**config.mk**
```make
export PLATFORM = sky130hd
export DESIGN_NAME = oc8051_cxrom_arb
export DESIGN_NICKNAME = d
export VERILOG_FILES = /design/src/rtl/oc8051_cxrom_arb.sv
export SDC_FILE = /design/constraint.sdc
export NUM_CORES = 1
export LEC_CHECK = 0
export CAP_MARGIN = 30
export CORE_UTILIZATION = 35
export CTS_CLUSTER_DIAMETER = 40
export DETAILED_ROUTE_END_ITERATION = 8
export PLACE_DENSITY = 0.73
export SLEW_MARGIN = 5
export SYNTH_ARGS = -nofsm -noshare
export SYNTH_HDL_FRONTEND = slang
export SYNTH_SLANG_ARGS = --single-unit
export TNS_END_PERCENT = 100
```
**constraint.sdc**
```tcl
create_clock -name clk -period 2.6 [get_ports clk]
set_input_delay 0.39 -clock clk [delete_from_list [all_inputs] [get_ports clk]]
set_output_delay 0.39 -clock clk [all_outputs]
set_load 0.02 [all_outputs]
```
**src/rtl/oc8051_cxrom_arb.sv**
```systemverilog
// Shares the combinational code ROM between the oc8051 fetch port and a secure-boot burst reader.
// CPU has priority; a starvation counter forces a burst grant after MAX_WAIT denied cycles.
module oc8051_cxrom_arb #(
    parameter int unsigned MAX_WAIT = 4,
    parameter int unsigned LEN_W    = 12
) (
    input  logic             clk,
    input  logic             rst,
    input  logic             cpu_req,
    input  logic [15:0]      cpu_addr,
    output logic             cpu_ack,
    output logic [31:0]      cpu_data,
    input  logic             bst_start,
    input  logic [15:0]      bst_base,
    input  logic [LEN_W-1:0] bst_len,
    output logic             bst_busy,
    output logic             bst_done,
    output logic             bst_valid,
    output logic [31:0]      bst_data,
    input  logic             bst_ready,
    output logic [15:0]      rom_addr,
    input  logic [31:0]      rom_data
);

    typedef enum logic [1:0] {
        IDLE  = 2'd0,
        BURST = 2'd1,
        DRAIN = 2'd2
    } state_t;

    localparam logic [3:0] WAIT_MAX = 4'(MAX_WAIT);

    state_t             state_q, state_d;
    logic [15:0]        ptr_q, ptr_d;
    logic [LEN_W-1:0]   remaining_q, remaining_d;
    logic [3:0]         wait_cnt_q, wait_cnt_d;
    logic               cpu_ack_q, cpu_ack_d;
    logic [31:0]        cpu_data_q, cpu_data_d;
    logic               bst_valid_q, bst_valid_d;
    logic [31:0]        bst_data_q, bst_data_d;
    logic               bst_busy_q, bst_busy_d;
    logic               bst_done_q, bst_done_d;

    logic               bst_want;
    logic               grant_bst;
    logic               grant_cpu;

    // A burst read may only issue when the output slot is free or being emptied this cycle.
    always_comb begin
        bst_want  = (state_q == BURST) && (remaining_q != '0) && (!bst_valid_q || bst_ready);
        grant_bst = bst_want && (!cpu_req || (wait_cnt_q == WAIT_MAX));
        grant_cpu = cpu_req && !grant_bst;
        rom_addr  = grant_bst ? ptr_q : cpu_addr;
    end

    always_comb begin
        state_d     = state_q;
        ptr_d       = ptr_q;
        remaining_d = remaining_q;
        wait_cnt_d  = wait_cnt_q;
        cpu_ack_d   = 1'b0;
        cpu_data_d  = cpu_data_q;
        bst_valid_d = bst_valid_q;
        bst_data_d  = bst_data_q;
        bst_done_d  = 1'b0;

        if (grant_cpu) begin
            cpu_ack_d  = 1'b1;
            cpu_data_d = rom_data;
        end

        if (grant_bst) begin
            bst_valid_d = 1'b1;
            bst_data_d  = rom_data;
            ptr_d       = ptr_q + 16'd4;
            remaining_d = remaining_q - LEN_W'(1);
        end else if (bst_valid_q && bst_ready) begin
            bst_valid_d = 1'b0;
        end

        if (grant_bst || !bst_want) begin
            wait_cnt_d = '0;
        end else if (grant_cpu && (wait_cnt_q != WAIT_MAX)) begin
            wait_cnt_d = wait_cnt_q + 4'd1;
        end

        case (state_q)
            IDLE: begin
                if (bst_start) begin
                    ptr_d       = bst_base;
                    remaining_d = bst_len;
                    if (bst_len == '0) begin
                        bst_done_d = 1'b1;
                    end else begin
                        state_d = BURST;
                    end
                end
            end
            BURST: begin
                if (grant_bst && (remaining_q == LEN_W'(1))) begin
                    state_d = DRAIN;
                end
            end
            DRAIN: begin
                // Completion is reported only once the last word has left the output slot.
                if (!bst_valid_q || bst_ready) begin
                    state_d    = IDLE;
                    bst_done_d = 1'b1;
                end
            end
            default: begin
                state_d = IDLE;
            end
        endcase

        bst_busy_d = (state_d == BURST) || (state_d == DRAIN);
    end

    always_ff @(posedge clk) begin
        if (rst) begin
            state_q     <= IDLE;
            ptr_q       <= '0;
            remaining_q <= '0;
            wait_cnt_q  <= '0;
            cpu_ack_q   <= 1'b0;
            cpu_data_q  <= '0;
            bst_valid_q <= 1'b0;
            bst_data_q  <= '0;
            bst_busy_q  <= 1'b0;
            bst_done_q  <= 1'b0;
        end else begin
            state_q     <= state_d;
            ptr_q       <= ptr_d;
            remaining_q <= remaining_d;
            wait_cnt_q  <= wait_cnt_d;
            cpu_ack_q   <= cpu_ack_d;
            cpu_data_q  <= cpu_data_d;
            bst_valid_q <= bst_valid_d;
            bst_data_q  <= bst_data_d;
            bst_busy_q  <= bst_busy_d;
            bst_done_q  <= bst_done_d;
        end
    end

    assign cpu_ack   = cpu_ack_q;
    assign cpu_data  = cpu_data_q;
    assign bst_valid = bst_valid_q;
    assign bst_data  = bst_data_q;
    assign bst_busy  = bst_busy_q;
    assign bst_done  = bst_done_q;

endmodule
```
==> metrics.md <==
| Metric | Value |
|---|---|
| Initial antenna violation count | `0` |
| Synth Flop Type | `dfxtp_1` |
| Max Fclk | `a little under 400 MHz` |
| CP Capture Type | `output pin` |
| TritonCTS Buffers | `9` |
| Synth Register Bits | `102` |
| Setup violators final | `0` |
| Hold Path Depth | `2` |
| Number of iterations in the first detailed-routing pass | `5` |
| Post-CTS Hold Buffers | `0` |
| Vias in the first global route | `about 4,600` |
| Average size of a mapped cell | `7.78 µm²` |
| Worst Tran Pin Value | `0.527 ns` |
| RSZ-0062 raised after global routing | `true` |
| GRT Util Overall | `0.211` |
| DR iter-0 viols | `326` |
| Maxcap violations | `0` |
| Tcrit/Tclk final | `0.991` |
| Routed wire length | `13.6 mm` |
| Starting Density | `0.363` |
| Final antenna-violating net count | `0` |
| First-pass GRT wire length | `approximately 22 mm` |
| Clock root cell | `clkbuf_16` |
| Gpl congestion | `a little under 0.9` |
| Slew headroom | `0.649` |
| Port Buffers | `164` |
| Pwr dens | `577 mW/mm²` |
| Seq. cell area | `just over 0.002 mm²` |
| Netlist Area Pre-Place | `0.00441 mm²` |
| Final core occ | `0.556` |
| Hold wc startpoint | `rst` |
| Core region area | `0.0122 mm²` |
| Hpwl dp | `9.80 mm` |
| Chip width | `roughly 110 µm` |
| Top delay family on crit path | `simple AND/OR/NAND/NOR gates` |
| Crit path required time | `approximately 2.2 ns` |
| Slew Viols, Final | `0` |
| HP Class | `input port to flop` |
| Die height | `approximately 110 µm` |
| Vias | `4,605` |
| Largest stage delay, worst path | `0.57 ns` |
| Layout cells sized above 1 | `0.116` |
| Sequential-to-total area share from yosys stat | `0.463` |
| Unique masters post-synth | `49` |
| CTS tree | `yes` |
| Largest net degree at the start of global routing | `51` |
| Multi-input gate area | `0.00224 mm²` |
| Global route overflow | `0` |
| Nets | `832` |
| Fraction of registers with async set/reset | `0` |
| Worst vdd ir | `301 µV` |
| Mean routed wirelength per cell | `14.8 µm` |
| Post-synth EDFFs | `0` |
| Fin. Hold Viols | `0` |
| Hold_ws | `0.393 ns` |
| Number of remaining DRC errors | `0` |
| Row cnt | `40` |
| CTS HTree Levels | `3` |
| Fin crit period | `2.58 ns` |
| Slowest cell on the critical path | `or4_4` |
| Critical path class | `flop to output pin` |
| CTS clock-pin slew for the worst setup and hold paths | `0.07 ns` |
| Net Count, Synth | `about 650` |
| Area Overhead vs Synth | `53.4%` |
| CP bufs+invs | `1` |
| Endpoint, Worst Hold | `bst_valid` |
| CTS max path bufs | `2` |
| Cell Chain, Critical Path | `or4_4, or4_4, nand2_8, nand2_1, nand2_1, buf_4` |
| Worst R2R Setup Slack | `roughly 0.16 ns` |
| Status | `finished, final reports clean` |
| Diodes inserted | `0` |
| Critical Path AT | `2.19 ns` |
| Total number of yosys warnings | `0` |
| Fillers | `about 1,100` |
| I/O Pins | `165` |
| R2R Path Start | `remaining_q[5]` |
| R2r endpoint | `remaining_q[6]` |
| Clk sinks | `102` |
| Skew-Pair Late Insertion Delay | `0.34 ns` |
| Worst r2r path cells | `7` |
| Setup Skew | `0.00917 ns` |
| Startpoint Class | `flop` |
| Vias/cell | `5.01` |
| Post-Syn Instances | `567` |
| Die area | `0.0131 mm²` |
| Leak Pwr | `2.55 nW` |
| CP Max Fanout | `18` |
-- through the flow --
| step | instances | setup WS, ns | total power, mW | instance area [µm²] | setup TNS (ns) |
|---|---|---|---|---|---|
| finish | 919 | 0.0243 | 3.90 | 6770 | 0 |
| global route | 919 | -0.0504 | 4.09 | 6770 | -0.541 |
| CTS | 918 | 0.000274 | 3.89 | 6640 | 0 |
| detailed placement | 898 | -0.233 | 2.62 | 6380 | -3.96 |
| global placement | 898 | -0.197 | 2.60 | 6380 | -3.24 |
| floorplan | 567 | 0.161 | 2.18 | 4410 | 0 |
-- timing repair --
| action | in CTS | in global routing |
|---|---|---|
| setup endpoints to repair | 19 | 19 |
| cloned | 1 | 1 |
| resized for setup | 69 | 37 |
| pin swaps | 0 | 1 |
| buffers inserted | 3 | 0 |
-- Yosys cell counts, drive strengths merged, types with 5 or more instances --
library cell | number | area, µm²
buf | 12 | 81.3
nand2b | 6 | 37.5
nor4 | 11 | 90.1
nand3 | 11 | 55.1
a2111oi | 5 | 56.3
xnor2 | 5 | 43.8
nand4 | 7 | 43.8
a211oi | 13 | 97.6
xor2 | 13 | 114
o21ai | 8 | 40.0
nor3 | 13 | 65.1
ha | 5 | 62.6
nor2 | 26 | 100
nand2 | 194 | 731
clkbuf | 24 | 90.1
dfxtp | 102 | 2040
a21oi | 71 | 355
-- sequential cells by signal, summed over array words and instances, names as in the netlist, 2 cells and up --
register,cells
state_q,2
ptr_q,16
cpu_data,32
remaining_q,12
wait_cnt_q,4
bst_data,32
-- cells in the final DEF, fill, tap and decap left out, types with 9 or more instances in the layout --
master and n:
nand2_1 192, clkdlybuf4s50_1 147, dfxtp_1 102, a21oi_1 71, buf_4 37, nor2_1 25
buf_6 14, nor3_1 13, xor2_1 13, a211oi_1 12, nand3_1 11, nor4_1 9
clkbuf_16 9
-- logic make-up after synthesis --
family	Yosys count	synth area share
multiplexers	1	0.00227
XOR/XNOR	18	0.0357
AO/OA/AOI/OAI	108	0.146
buffers and inverters	40	0.0423
flip-flops	102	0.463
AND/OR/NAND/NOR	293	0.297
adder cells (fa/ha/maj)	5	0.0142
-- how the worst max path moves through the flow --
stage / end / depth (start not counted) / start
floorplan: rom_addr[10] / 9 / wait_cnt_q[0]
global placement: rom_addr[2] / 6 / remaining_q[5]
detailed placement: rom_addr[2] / 6 / remaining_q[5]
CTS: rom_addr[10] / 6 / remaining_q[5]
global route: rom_addr[7] / 6 / remaining_q[5]
finish: rom_addr[2] / 6 / remaining_q[5]
-- layout make-up --
class                      instances  area share
inverter                           4     0.00222
tap                              168      0.0311
sequential                       102       0.302
clock inverter                     6     0.00813
clock buffer                      10      0.0338
multi-input combinational        427       0.332
timing repair buffer             202       0.291
-- power by group --
| part | internal, mW | switching (mW) |
|---|---|---|
| combinational | 0.431 | 0.458 |
| clock | 0.667 | 0.619 |
| sequential | 1.66 | 0.0697 |
-- metal layers --
layer / vias up / part of all wire / GRT usage
li1: 2278 / - / -
met1: 2143 / 0.44 / 0.264
met2: 165 / 0.49 / 0.364
met3: 19 / 0.054 / 0.0334
met4: 0 / 0.020 / 0.0848
met5: - / 0 / 0
-- worst reg2reg max path: stages (launching register included) --
cell	delay, ns
dfxtp_1	0.32
or4_4	0.53
or4_4	0.57
nand2_8	0.14
buf_4	0.13
buf_4	0.32
nor3_1	0.10
nor4_1	0.23
No activity file was read; power rests on OpenSTA's default activity.
